--- config.mk ---
export PLATFORM = sky130hd
export DESIGN_NAME = core_sequencer
export DESIGN_NICKNAME = d
export VERILOG_FILES = /design/src/rtl/core_sequencer_pkg.sv /design/src/rtl/core_sequencer_pixel_packer.sv /design/src/rtl/core_sequencer.sv
export SDC_FILE = /design/constraint.sdc
export NUM_CORES = 1
export LEC_CHECK = 0
export ABC_AREA = 0
export CORE_MARGIN = 5
export CORE_UTILIZATION = 45
export DETAILED_ROUTE_END_ITERATION = 10
export PLACE_DENSITY = 0.7
export SYNTH_ARGS = -nofsm -noshare
export SYNTH_HDL_FRONTEND = slang
export SYNTH_SLANG_ARGS = --single-unit
--- constraint.sdc ---
create_clock -name clk -period 2.8 [get_ports clk]
set_input_delay 0.56 -clock clk [delete_from_list [all_inputs] [get_ports clk]]
set_output_delay 0.56 -clock clk [all_outputs]
set_load 0.03 [all_outputs]
--- src/rtl/core_sequencer_pkg.sv ---
// Shared types and opcode decode for the core array instruction sequencer.
// Latency: n/a (declarations and a pure function only).
// Backpressure: n/a.
package core_seq_pkg;

    typedef enum logic [1:0] {
        ST_IDLE,
        ST_FETCH,
        ST_ISSUE,
        ST_STALL
    } seq_state_t;

    localparam logic [1:0]  OP_MISC        = 2'b11;
    localparam int          OUT_BIT_POS    = 4;
    localparam logic [15:0] DEF_END_OPCODE = 16'hFFFF;

    // Output instructions make the core array present one result bit afterwards.
    function automatic logic is_output_op(input logic [15:0] op);
        return (op[15:14] == OP_MISC) && op[OUT_BIT_POS];
    endfunction

endpackage

--- src/rtl/core_sequencer_pixel_packer.sv ---
// Packs core array output bits, first bit in MSB, into pixel words.
// Latency: bit sampled 1 cycle after an output-op execute; word valid the cycle after its last bit.
// Backpressure: single holding register; full_next tells the issuer the next output op would overflow it.
module pixel_packer #(
    parameter int PIXEL_BITS = 6
) (
    input  logic                  clk,
    input  logic                  rst_n,
    input  logic                  clear,
    input  logic                  cap_req,
    input  logic                  core_out_bit,
    input  logic                  pixel_ready,
    output logic [PIXEL_BITS-1:0] pixel_data,
    output logic                  pixel_valid,
    output logic                  full_next
);

    localparam int              CNT_W = $clog2(PIXEL_BITS + 1);
    localparam logic [CNT_W-1:0] LAST = CNT_W'(PIXEL_BITS - 1);

    logic [PIXEL_BITS-1:0] shift_q;
    logic [PIXEL_BITS-1:0] shift_nxt;
    logic [CNT_W-1:0]      bit_cnt;
    logic [CNT_W-1:0]      cnt_eff;
    logic                  capture_pending;
    logic                  word_done;

    assign shift_nxt = {shift_q[PIXEL_BITS-2:0], core_out_bit};
    assign word_done = capture_pending && !clear && (bit_cnt == LAST);

    // A capture may still be in flight when the next op is evaluated; count it.
    assign cnt_eff   = bit_cnt + CNT_W'(capture_pending);
    assign full_next = (cnt_eff == LAST) && pixel_valid && !pixel_ready;

    always_ff @(posedge clk or negedge rst_n) begin
        if (!rst_n) begin
            shift_q         <= '0;
            bit_cnt         <= '0;
            capture_pending <= 1'b0;
            pixel_data      <= '0;
            pixel_valid     <= 1'b0;
        end else begin
            capture_pending <= cap_req && !clear;
            if (clear || word_done) begin
                shift_q <= '0;
                bit_cnt <= '0;
            end else if (capture_pending) begin
                shift_q <= shift_nxt;
                bit_cnt <= bit_cnt + CNT_W'(1);
            end
            if (word_done) begin
                pixel_data  <= shift_nxt;
                pixel_valid <= 1'b1;
            end else if (pixel_valid && pixel_ready) begin
                pixel_valid <= 1'b0;
            end
        end
    end

endmodule

--- src/rtl/core_sequencer.sv ---
// Fetches opcodes from program memory and issues them to the core array, packing output bits into pixels.
// Latency: 2 cycles per instruction (fetch, issue); optional step input when CORE_SEQUENCER_STEP_EN is defined.
// Backpressure: holds an output op in STALL while its bit would complete a word the pixel consumer cannot take.
module core_sequencer
    import core_seq_pkg::*;
#(
    parameter int          ADDR_W     = 8,
    parameter int          PIXEL_BITS = 6,
    parameter logic [15:0] END_OPCODE = DEF_END_OPCODE
) (
    input  logic                  clk,
    input  logic                  rst_n,
    input  logic                  start,
    input  logic                  abort,
    input  logic                  loop_en,
`ifdef CORE_SEQUENCER_STEP_EN
    input  logic                  step,
`endif
    output logic                  busy,
    output logic                  done,
    output logic [ADDR_W-1:0]     prog_addr,
    input  logic [15:0]           prog_data,
    output logic [15:0]           opcode,
    output logic                  execute,
    input  logic                  core_out_bit,
    output logic [PIXEL_BITS-1:0] pixel_data,
    output logic                  pixel_valid,
    input  logic                  pixel_ready
);

    seq_state_t        state;
    logic [ADDR_W-1:0] pc;
    logic [15:0]       op_hold;
    logic [15:0]       issue_op;
    logic              issue_now;
    logic              full_next;
    logic              step_ok;

`ifdef CORE_SEQUENCER_STEP_EN
    assign step_ok = step;
`else
    assign step_ok = 1'b1;
`endif

    always_comb begin
        issue_op  = (state == ST_STALL) ? op_hold : prog_data;
        issue_now = 1'b0;
        if (!abort) begin
            if (state == ST_ISSUE)
                issue_now = (prog_data != END_OPCODE) && step_ok &&
                            !(is_output_op(prog_data) && full_next);
            else if (state == ST_STALL)
                issue_now = !full_next;
        end
    end

    // prog_addr moves together with pc so memory data is ready by ISSUE.
    always_ff @(posedge clk or negedge rst_n) begin
        if (!rst_n) begin
            state     <= ST_IDLE;
            pc        <= '0;
            prog_addr <= '0;
            opcode    <= '0;
            op_hold   <= '0;
            execute   <= 1'b0;
            busy      <= 1'b0;
            done      <= 1'b0;
        end else begin
            execute <= 1'b0;
            done    <= 1'b0;
            if (abort) begin
                state <= ST_IDLE;
                busy  <= 1'b0;
                pc    <= '0;
            end else if (issue_now) begin
                opcode    <= issue_op;
                execute   <= 1'b1;
                pc        <= pc + ADDR_W'(1);
                prog_addr <= pc + ADDR_W'(1);
                state     <= ST_FETCH;
            end else begin
                case (state)
                    ST_IDLE: if (start) begin
                        pc        <= '0;
                        prog_addr <= '0;
                        busy      <= 1'b1;
                        state     <= ST_FETCH;
                    end
                    ST_FETCH: begin
                        prog_addr <= pc;
                        state     <= ST_ISSUE;
                    end
                    ST_ISSUE: if (prog_data == END_OPCODE) begin
                        if (loop_en) begin
                            pc        <= '0;
                            prog_addr <= '0;
                            state     <= ST_FETCH;
                        end else begin
                            done  <= 1'b1;
                            busy  <= 1'b0;
                            state <= ST_IDLE;
                        end
                    end else if (step_ok) begin
                        // Not issued despite step: stalled on the pixel path.
                        op_hold <= prog_data;
                        state   <= ST_STALL;
                    end
                    ST_STALL: state <= ST_STALL;
                    default:  state <= ST_IDLE;
                endcase
            end
        end
    end

    pixel_packer #(.PIXEL_BITS(PIXEL_BITS)) u_packer (
        .clk          (clk),
        .rst_n        (rst_n),
        .clear        (abort),
        .cap_req      (execute && is_output_op(opcode)),
        .core_out_bit (core_out_bit),
        .pixel_ready  (pixel_ready),
        .pixel_data   (pixel_data),
        .pixel_valid  (pixel_valid),
        .full_next    (full_next)
    );

endmodule
==> impl_metrics.yaml <==
route:
  totalWireLength_um: 7030
  vias: 2438
  drc: 0
  routedWlPerCell_um: 15.1
  dr.pass1.iters: 4
  detail-route-antenna-nets: 0
  drt_iter0_drc: 111
  detail_route.vias_per_cell: 5.24
min_path:
  hp-class: "input port to async pin"
floorplanning:
  die_h_um: 94.3
  boundaryPins: 57
  start_util_pct: 46.5
  design.core.area_mm2: 0.00687
  die_area_mm2: 0.00889
  rows: 30
  fp.dieW_um: 94.3
synthesis:
  netlist_instances: 292
  synth_top_area_cell: "dfrtp_1"
  yosysMostFrequentCell: "dfrtp_1"
  synth_area_mm2: 0.00320
  synthArstFlopShare_pct: 100
  ys_warn_count: 0
  ys_ff_latch: 69
  yosysSeqAreaShare_pct: 54.0
  synthTopCellsByArea: "dfrtp_1 54%, mux2_2 7.0%, mux2i_1 6.6%"
  synth_cell_type_count: 39
  syn_area_per_cell_um2: 10.9
  ys_top_cells_by_count: "69 x dfrtp_1, 30 x nand2_1, 30 x o21ai_0"
  ys.flop_type: "dfrtp_1"
  syn_nets: 320
  synth_top_cell_area_share_pct: 54.0
  synth_edf_count: 0
place:
  io_buffers: 56
  routabilityCongestion: 0.870
  detailed_place_hpwl_um: 4990
  place_area_mm2: 0.00396
clock_tree:
  h-tree-depth: 3
  clock_sinks: 69
  cts_tree: "done"
  root_buffer: "clkbuf_8"
  cts_buffers: 9
  cts_resized: 0
  post_cts_buffers: 0
  clock_latency_ns: 0.34
  postCtsHoldBufs: 0
  clockBufferDepth: 2
  cts.clk_slew.worst_paths_ns: 0.07
sta:
  maxSlewViolCount: 0
  fin_crit_sh_pct: 88.4
  rsz0062_at_grt: "no"
  hold_viol_final: 0
  fin_skew_ns: 0.00631
  setup_violations: 0
  fmax_mhz: 404
  fin_tns_setup_ns: 0
  slew_headroom_pct: 58.9
  period_minus_slack_ns: 2.48
  hold_ws_ns: 0.229
  tightest_slew_ns: 0.617
worst_setup_path:
  startpoint_type: "register"
  cp-end-kind: "register"
  cp_max_fo: 17
  slowest_delay_ns: 0.57
  slowest_stage: "or4_1"
  worstPathArrival_ns: 2.70
  cp.required_ns: 3.02
  crit_chain: "ha_1, ha_1, and4bb_2, nand2_1, or4_1, buf_12, mux2_2"
  critPathKind: "register to register"
  worstPathBufferInverterCount: 1
  crit_family: "simple AND/OR/NAND/NOR gates"
  path_common_cell: "ha_1"
final_layout:
  final_area_mm2: 0.00414
  drive_gt1_share_pct: 15.2
  layout.nets: 392
  insertedDiodeCount: 0
  multiInputGateArea_mm2: 0.00138
  num-fill-cells: 578
  regArea_mm2: 0.00173
  finish.utilization_pct: 60.3
  area_growth_pct: 29.5
power_and_ir_drop:
  seqPwrFrac_pct: 47.3
  p_per_area_mw_per_mm2: 577
  internal_power_w: 0.00167
  clockPowerShare_pct: 30.7
  power.switching_w: 0.000722
  finalPower_w: 0.00239
  p_sw_share_pct: 30.2
  leakage_nw: 1.98
  comb_power_share_pct: 22.0
  irDropWorstVdd_mv: 0.452
global_routing:
  grt_pass1_wl_um: 11800
  grt_pass1_vias: 2466
  grt_remaining_overflow: 0
  grt_use_total_pct: 17.1
  grt_start_max_net_pins: 45
  grt_antenna_before_repair: 0
outcome:
  status: "finished clean"
run:
  cap_violations: 0
-- placed cells by master (no fill, tap or decap), types with 10 or more instances in the layout --
cell type	n
mux2_2	20
mux2i_1	21
a21oi_1	10
dfrtp_1	69
nand2b_1	10
clkbuf_8	11
buf_4	14
o21ai_0	30
clkdlybuf4s50_1	55
nor2_1	13
nand2_1	30
nand3_1	12
-- layout make-up --
cell class | instances | share of cell area [%]
Clock buffer | 12 | 3.75
Clock inverter | 4 | 0.544
Inverter | 8 | 0.726
Multi-Input combinational cell | 204 | 33.4
Sequential cell | 69 | 41.7
Tap cell | 96 | 2.90
Timing Repair Buffer | 72 | 16.9
-- worst reg2reg max path, cell delays in order, from the launching register on --
cell      delay [ns]
dfrtp_1         0.43
ha_1            0.21
ha_1            0.26
and4bb_2        0.32
nand2_1         0.11
or4_1           0.57
buf_12          0.19
mux2_2          0.27
-- logic make-up (layout without fill, tap and decap cells) --
kind of cell / Yosys count / in the layout / synth area share [%]
compound gates: 62 / 62 / 12.5
xor+xnor: 1 / 1 / 0.274
fa+ha+maj: 5 / 5 / 1.96
buf+inv: 19 / 96 / 2.66
flops: 69 / 69 / 54.0
mux: 41 / 41 / 13.6
simple gates: 95 / 95 / 15.0
-- layer usage --
metal  global-route usage (%)  vias up  share of wire (%)  wire length [um]
met3                     3.85        8                4.5               318
met4                     6.50        0                1.5               105
met1                     22.4     1197                 46              3250
met5                        0        -                  0                 0
li1                         -     1185                  -                 -
met2                     27.5       48                 48              3360
-- flip-flops by register name (all words and copies together), names as in the netlist --
name,cells
op_hold,16
opcode,16
pc,8
prog_addr,8
u_packer.pixel_data,6
u_packer.shift_q,5
u_packer.bit_cnt,3
state,2
busy,1
done,1
execute,1
u_packer.capture_pending,1
u_packer.pixel_valid,1
-- stage by stage --
| step | std cells | setup slack [ns] |
|---|---|---|
| finish | 465 | 0.324 |
| detailed placement | 449 | 0.0260 |
| floorplan | 292 | 0.371 |
| global placement | 449 | 0.0646 |
| CTS | 465 | 0.309 |
| global route | 465 | 0.199 |
-- path summary, 6_finish.rpt --
kind | slack, ns | end | cells after the start | start
min in group clk | 0.47 | op_hold[15] | 1 | op_hold[15]
min | 0.23 | opcode[11] | 1 | rst_n
max reg2reg | 0.32 | op_hold[12] | 7 | u_packer.bit_cnt[0]
max in group asynchronous | 1.92 | pc[5] | 2 | rst_n
max | 0.32 | op_hold[12] | 7 | u_packer.bit_cnt[0]
min reg2reg | 0.47 | op_hold[15] | 1 | op_hold[15]
-- power by group through the flow --
stage | clock [W] | combinational (W) | sequential (W)
2_1_floorplan | 0 | 0.000109 | 0.00130
3_3_place_gp | 0 | 0.000526 | 0.00115
3_5_place_dp | 0 | 0.000531 | 0.00115
6_report | 0.000734 | 0.000525 | 0.00113
4_1_cts | 0.000754 | 0.000533 | 0.00113
5_1_grt | 0.000797 | 0.000563 | 0.00114
No activity file was read; power rests on OpenSTA's default activity.
